## src/rtl/multicycle_pkg.sv

```systemverilog
// Shared encodings for the multicycle RV32I control unit:
// FSM states, opcodes, ALU op/control and datapath mux selects.
package multicycle_pkg;

  typedef enum logic [3:0] {
    S_FETCH,
    S_DECODE,
    S_MEMADR,
    S_MEMREAD,
    S_MEMWB,
    S_MEMWRITE,
    S_EXECR,
    S_EXECI,
    S_ALUWB,
    S_BEQ,
    S_JAL,
    S_TRAP
  } state_t;

  localparam logic [6:0] OP_LOAD  = 7'b0000011;
  localparam logic [6:0] OP_STORE = 7'b0100011;
  localparam logic [6:0] OP_RTYPE = 7'b0110011;
  localparam logic [6:0] OP_ITYPE = 7'b0010011;
  localparam logic [6:0] OP_BEQ   = 7'b1100011;
  localparam logic [6:0] OP_JAL   = 7'b1101111;

  localparam logic [1:0] ALUOP_ADD   = 2'b00;
  localparam logic [1:0] ALUOP_SUB   = 2'b01;
  localparam logic [1:0] ALUOP_FUNCT = 2'b10;

  localparam logic [2:0] ALU_ADD = 3'b000;
  localparam logic [2:0] ALU_SUB = 3'b001;
  localparam logic [2:0] ALU_AND = 3'b010;
  localparam logic [2:0] ALU_OR  = 3'b011;
  localparam logic [2:0] ALU_SLT = 3'b101;

  localparam logic [1:0] SRCA_PC    = 2'b00;
  localparam logic [1:0] SRCA_OLDPC = 2'b01;
  localparam logic [1:0] SRCA_A     = 2'b10;

  localparam logic [1:0] SRCB_WD   = 2'b00;
  localparam logic [1:0] SRCB_IMM  = 2'b01;
  localparam logic [1:0] SRCB_FOUR = 2'b10;

  localparam logic [1:0] RES_ALUOUT = 2'b00;
  localparam logic [1:0] RES_RDATA  = 2'b01;
  localparam logic [1:0] RES_ALURES = 2'b10;

endpackage

```

## src/rtl/alu_decoder.sv

```systemverilog
// ALU decoder: maps alu_op and instruction fields to alu_control.
// Purely combinational.
module alu_decoder
  import multicycle_pkg::*;
(
  input  logic [1:0] alu_op,
  input  logic [2:0] funct3,
  input  logic       op5,
  input  logic       funct7b5,
  output logic [2:0] alu_control
);

  always_comb begin
    alu_control = ALU_ADD;
    case (alu_op)
      ALUOP_ADD: alu_control = ALU_ADD;
      ALUOP_SUB: alu_control = ALU_SUB;
      ALUOP_FUNCT: begin
        case (funct3)
          // only R-type distinguishes sub; addi reuses bit 30 as imm
          3'b000:  alu_control = (op5 & funct7b5) ? ALU_SUB : ALU_ADD;
          3'b010:  alu_control = ALU_SLT;
          3'b110:  alu_control = ALU_OR;
          3'b111:  alu_control = ALU_AND;
          default: alu_control = ALU_ADD;
        endcase
      end
      default: alu_control = ALU_ADD;
    endcase
  end

endmodule

```

## src/rtl/multicycle_controller.sv

```systemverilog
// Main control FSM of the multicycle RV32I core.
// Define MULTICYCLE_CTRL_MEM_WAIT_EN for mem_ready wait states and timeout.
module multicycle_controller
  import multicycle_pkg::*;
#(
  parameter int CNT_W        = 32,
  parameter int MEM_WAIT_MAX = 15
) (
  input  logic             clk,
  input  logic             rst,
  input  logic [6:0]       op,
  input  logic [2:0]       funct3,
  input  logic             funct7b5,
  input  logic             zero,
  input  logic             mem_ready,
  output logic             pc_write,
  output logic             adr_src,
  output logic             mem_write,
  output logic             ir_write,
  output logic [1:0]       result_src,
  output logic [1:0]       alu_src_a,
  output logic [1:0]       alu_src_b,
  output logic [2:0]       alu_control,
  output logic             reg_write,
  output logic             illegal,
  output logic             mem_timeout,
  output logic [CNT_W-1:0] instret
);

  state_t     state;
  state_t     state_n;
  logic [1:0] alu_op;
  logic [2:0] alu_ctl;
  logic       pc_w;
  logic       adr_s;
  logic       mem_w;
  logic       ir_w;
  logic       reg_w;
  logic [1:0] res_s;
  logic [1:0] src_a;
  logic [1:0] src_b;
  logic       illegal_set;
  logic       timeout_set;
  logic       ready;
  logic       wait_hit;
  logic       retire;

`ifdef MULTICYCLE_CTRL_MEM_WAIT_EN
  localparam int WW = $clog2(MEM_WAIT_MAX + 1);

  logic [WW-1:0] wait_cnt;

  assign ready    = mem_ready;
  assign wait_hit = !mem_ready &&
                    (wait_cnt == WW'(MEM_WAIT_MAX - 1));

  // counts waiting cycles spent in the current state
  always_ff @(posedge clk or negedge rst) begin
    if (!rst) begin
      wait_cnt <= '0;
    end else if (state_n != state) begin
      wait_cnt <= '0;
    end else if (!mem_ready) begin
      wait_cnt <= wait_cnt + WW'(1);
    end
  end
`else
  logic unused_ok;

  assign unused_ok = mem_ready & (MEM_WAIT_MAX > 0);
  assign ready     = 1'b1;
  assign wait_hit  = 1'b0;
`endif

  alu_decoder u_alu_decoder (
    .alu_op      (alu_op),
    .funct3      (funct3),
    .op5         (op[5]),
    .funct7b5    (funct7b5),
    .alu_control (alu_ctl)
  );

  always_comb begin
    state_n     = state;
    pc_w        = 1'b0;
    adr_s       = 1'b0;
    mem_w       = 1'b0;
    ir_w        = 1'b0;
    reg_w       = 1'b0;
    res_s       = RES_ALUOUT;
    src_a       = SRCA_PC;
    src_b       = SRCB_WD;
    alu_op      = ALUOP_ADD;
    illegal_set = 1'b0;
    timeout_set = 1'b0;
    unique case (state)
      S_FETCH: begin
        src_b = SRCB_FOUR;
        res_s = RES_ALURES;
        if (ready) begin
          ir_w    = 1'b1;
          pc_w    = 1'b1;
          state_n = S_DECODE;
        end else if (wait_hit) begin
          timeout_set = 1'b1;
          state_n     = S_TRAP;
        end
      end
      S_DECODE: begin
        src_a = SRCA_OLDPC;
        src_b = SRCB_IMM;
        case (op)
          OP_LOAD,
          OP_STORE: state_n = S_MEMADR;
          OP_RTYPE: state_n = S_EXECR;
          OP_ITYPE: state_n = S_EXECI;
          OP_BEQ:   state_n = S_BEQ;
          OP_JAL:   state_n = S_JAL;
          default: begin
            illegal_set = 1'b1;
            state_n     = S_TRAP;
          end
        endcase
      end
      S_MEMADR: begin
        src_a   = SRCA_A;
        src_b   = SRCB_IMM;
        state_n = op[5] ? S_MEMWRITE : S_MEMREAD;
      end
      S_MEMREAD: begin
        adr_s = 1'b1;
        if (ready) begin
          state_n = S_MEMWB;
        end else if (wait_hit) begin
          timeout_set = 1'b1;
          state_n     = S_TRAP;
        end
      end
      S_MEMWB: begin
        res_s   = RES_RDATA;
        reg_w   = 1'b1;
        state_n = S_FETCH;
      end
      S_MEMWRITE: begin
        adr_s = 1'b1;
        mem_w = 1'b1;
        if (ready) begin
          state_n = S_FETCH;
        end else if (wait_hit) begin
          timeout_set = 1'b1;
          state_n     = S_TRAP;
        end
      end
      S_EXECR: begin
        src_a   = SRCA_A;
        src_b   = SRCB_WD;
        alu_op  = ALUOP_FUNCT;
        state_n = S_ALUWB;
      end
      S_EXECI: begin
        src_a   = SRCA_A;
        src_b   = SRCB_IMM;
        alu_op  = ALUOP_FUNCT;
        state_n = S_ALUWB;
      end
      S_ALUWB: begin
        reg_w   = 1'b1;
        state_n = S_FETCH;
      end
      S_BEQ: begin
        src_a   = SRCA_A;
        src_b   = SRCB_WD;
        alu_op  = ALUOP_SUB;
        pc_w    = zero;
        state_n = S_FETCH;
      end
      S_JAL: begin
        src_a   = SRCA_OLDPC;
        src_b   = SRCB_FOUR;
        pc_w    = 1'b1;
        state_n = S_ALUWB;
      end
      S_TRAP: state_n = S_TRAP;
      default: state_n = S_FETCH;
    endcase
  end

  assign retire = (state_n == S_FETCH) &&
                  (state != S_FETCH) &&
                  (state != S_TRAP);

  always_ff @(posedge clk or negedge rst) begin
    if (!rst) begin
      state       <= S_FETCH;
      illegal     <= 1'b0;
      mem_timeout <= 1'b0;
      instret     <= '0;
    end else begin
      state <= state_n;
      if (illegal_set) illegal <= 1'b1;
      if (timeout_set) mem_timeout <= 1'b1;
      if (retire) instret <= instret + CNT_W'(1);
    end
  end

  // reset forces every strobe low, including FETCH's
  assign pc_write    = rst & pc_w;
  assign adr_src     = rst & adr_s;
  assign mem_write   = rst & mem_w;
  assign ir_write    = rst & ir_w;
  assign reg_write   = rst & reg_w;
  assign result_src  = rst ? res_s : 2'b00;
  assign alu_src_a   = rst ? src_a : 2'b00;
  assign alu_src_b   = rst ? src_b : 2'b00;
  assign alu_control = rst ? alu_ctl : 3'b000;

endmodule

```

## config.mk

```make
export PLATFORM = sky130hd
export DESIGN_NAME = multicycle_controller
export DESIGN_NICKNAME = d
export VERILOG_FILES = /design/src/rtl/multicycle_pkg.sv /design/src/rtl/alu_decoder.sv /design/src/rtl/multicycle_controller.sv
export SDC_FILE = /design/constraint.sdc
export NUM_CORES = 1
export LEC_CHECK = 0
export BUFFER_PORTS_ARGS = -buffer_cell sky130_fd_sc_hd__buf_4
export CORE_ASPECT_RATIO = 0.9
export CORE_MARGIN = 2
export CORE_UTILIZATION = 56
export DETAILED_ROUTE_END_ITERATION = 16
export PLACE_DENSITY_LB_ADDON = 0.2
export SYNTH_ARGS = -nofsm -noshare
export SYNTH_HDL_FRONTEND = slang
export SYNTH_HIERARCHICAL = 1
export SYNTH_SLANG_ARGS = --single-unit
```

## constraint.sdc

```tcl
create_clock -name clk -period 5.6 [get_ports clk]
set_clock_uncertainty 0.15 [all_clocks]
set_input_delay 0.56 -clock clk [delete_from_list [all_inputs] [get_ports clk]]
set_output_delay 0.56 -clock clk [all_outputs]
set_load 0.01 [all_outputs]
```

==> impl_metrics.py <==
metrics = {
    "run_status": {
        "status": "completed",
    },
    "logic_synthesis": {
        "ys_types": 46,
        "ys.flop_type": "dfrtp_1",
        "synth_cells": 222,
        "yosysSeqAreaShare": 0.404,
        "synthArstFlopShare": 1.00,
        "syn-cell-area_mm2": 0.00229,
        "synth_fp_nets": 240,
        "ys_warn_count": 6,
        "avgSynthCellArea_um2": 10.3,
        "ys_seq_elements": 37,
        "synth-edff-count": 0,
    },
    "placed_design": {
        "dp_hpwl_um": 3270,
        "place.port_buffers": 60,
        "gp_congestion": 0.821,
        "post-place-ws_ns": 2.85,
    },
    "floorplan": {
        "ios": 63,
        "coreArea_mm2": 0.00399,
        "start_util": 0.574,
        "num_rows": 22,
        "fp.dieH_um": 64.7,
        "fp.dieArea_mm2": 0.00462,
        "die_w_um": 71.4,
    },
    "finish": {
        "drive_above_1_share": 0.343,
        "multiInputGateArea_mm2": 0.00126,
        "antenna_cells": 0,
        "area_growth_syn_to_layout_pct": 24.0,
        "regArea_um2": 926,
        "fin_nets": 297,
        "n_fill_cell": 326,
        "fin_util": 0.711,
    },
    "sta": {
        "setup_viol": 0,
        "finalCritPeriodShare": 0.554,
        "max_freq_ghz": 0.322,
        "finalHoldViolCount": 0,
        "slew_violations": 0,
        "setup_ws_ns": 2.50,
        "setup-tns-final_ns": 0,
        "period_needed_ns": 3.10,
        "tightest_slew_ns": 0.677,
        "slew_headroom": 0.548,
        "rsz0062_at_grt": "no",
    },
    "job": {
        "cap_violations": 0,
    },
    "setup_path": {
        "crit_arrival_ns": 2.39,
        "start_kind": "flip-flop",
        "required_ns": 4.89,
        "reg2reg_from": "state[1]$_DFF_PN0_",
        "r2r_end": "instret[16]$_DFFE_PN0P_",
        "ff2ff_path_depth": 4,
        "crit_fanout": 12,
        "reg2reg_slack_ns": 3.61,
        "cp-end-kind": "output pin",
        "critPathLaunch": "state[3]$_DFF_PN0_",
        "criticalPathCategory": "flip-flop to output pin",
    },
    "cts": {
        "cts.sinks": 37,
        "insertion_delay_ns": 0.29,
        "cts_resized": 0,
        "clk_pin_slew_ns": 0.08,
        "cts_tree": "yes",
        "root_buffer": "clkbuf_8",
        "cts_setup_buffers": 0,
        "htree_levels": 2,
        "cts_hold_buf": 0,
        "cts_inserted_buffers": 5,
        "clockBufferDepth": 2,
    },
    "grt": {
        "grt_max_degree": 46,
        "grt_pass1_vias": 1677,
        "grt_pass1_wl_um": 7800,
        "grt-ovfl-total": 0,
        "grt_antenna_before_repair": 0,
        "grt_usage": 0.210,
    },
    "detailed_routing": {
        "firstDrtPassIters": 4,
        "routed_wirelength_um": 4710,
        "drc": 0,
        "routed-via-count": 1844,
        "via_per_inst": 5.62,
        "wire_per_inst_um": 14.4,
        "drt_iter0_markers": 76,
        "ant_nets": 0,
    },
    "power_and_ir_drop": {
        "p_per_area_mw_per_mm2": 173,
        "leakage_uw": 0.00142,
        "peakVddDrop_mv": 0.137,
    },
    "worst_hold_path": {
        "hp-class": "input pin to async pin",
    },
}
-- synth_stat cells (2+ instances only) --
library cell / number / area, µm²
nor3_1: 12 / 60.1
nor3b_1: 2 / 15.0
dfrtp_1: 37 / 926
a31oi_1: 4 / 25.0
nand3_1: 7 / 35.0
a21o_1: 2 / 15.0
and4_1: 4 / 35.0
and2_1: 7 / 43.8
nand4_2: 2 / 25.0
and3_1: 8 / 50.1
ha_1: 3 / 37.5
xor2_1: 26 / 228
buf_4: 6 / 45.0
nand3_2: 2 / 20.0
nor2_1: 11 / 41.3
nor4_1: 4 / 25.0
nor4_2: 12 / 150
nand4_1: 3 / 18.8
inv_1: 10 / 37.5
o21a_1: 2 / 15.0
nand2_1: 16 / 60.1
a21oi_1: 3 / 15.0
o211ai_4: 2 / 42.5
xnor2_1: 8 / 70.1
buf_2: 2 / 10.0
nor2b_1: 6 / 37.5
clkbuf_1: 2 / 7.51
-- worst max path at each step --
stage	endpoint	slack, ns	cells after the start
5_1_grt	alu_control[2]	2.25	7
3_5_place_dp	alu_control[2]	2.85	7
3_3_place_gp	alu_control[2]	2.87	7
6_report	alu_control[2]	2.50	7
4_1_cts	alu_control[2]	2.50	7
2_1_floorplan	alu_control[2]	3.17	7
-- cell families after synthesis --
| family | Yosys count | share of synthesized area |
|---|---|---|
| simple gates | 105 | 0.316 |
| flops | 37 | 0.404 |
| xor+xnor | 34 | 0.130 |
| buf+inv | 21 | 0.0454 |
| compound gates | 20 | 0.0814 |
| fa+ha+maj | 3 | 0.0164 |
| other cells | 1 | 0.00164 |
| mux | 1 | 0.00492 |
-- layer usage --
layer | up-vias | share of wire | wire [µm] | track usage
met5 | - | 0 | 0 | 0
met4 | 0 | 0.0076 | 36 | 0.0590
met3 | 5 | 0.048 | 226 | 0.0482
met2 | 45 | 0.47 | 2210 | 0.333
met1 | 900 | 0.48 | 2240 | 0.288
li1 | 894 | - | - | -
-- flip-flops by register name, summed over array words and instances, names as in the netlist --
register and cells:
instret 32, state 4, illegal 1
-- final cells by class --
class	instances	area share
flip-flops and latches	37	0.326
clock inverters	1	0.00176
repair buffers	60	0.159
clock buffers	7	0.0339
multi-input cells	164	0.444
inverters	11	0.0145
well taps	48	0.0212
-- cell usage in the layout (no fill, tap or decap), drive strengths merged, types with 4 or more instances in the layout --
cell type and count:
and4 4, dfrtp 37, nand3 9, nand4 6, nor2b 7, a31oi 4, nand2 16, and2 7
nor3 12, buf 60, clkbuf 7, and3 8, inv 11, nor2 11, xor2 26, xnor2 8
nor4 16
-- critical path, stage by stage, from the launching register on --
cell	delay, ns
dfrtp_1	0.59
nor2b_4	0.32
and3_1	0.24
inv_1	0.06
ha_1	0.33
nor4b_1	0.28
and2_1	0.17
buf_4	0.12
-- stage by stage --
step / power (µW) / area, µm² / hold WS (ns) / std cells
2_1_floorplan: 276 / 2290 / 0.114 / 222
3_3_place_gp: 291 / 2740 / 0.308 / 320
3_5_place_dp: 292 / 2740 / 0.313 / 320
4_1_cts: 497 / 2840 / 0.117 / 328
5_1_grt: 507 / 2840 / 0.143 / 328
6_report: 491 / 2840 / 0.0957 / 328
-- power breakdown --
group	total, µW	internal [µW]	switching, µW	leakage (µW)
combinational	18.8	7.73	11.1	0.000861
sequential	267	267	0	0.000502
clock	205	111	94.2	0.0000542
Power figures use the tool's default switching activity.
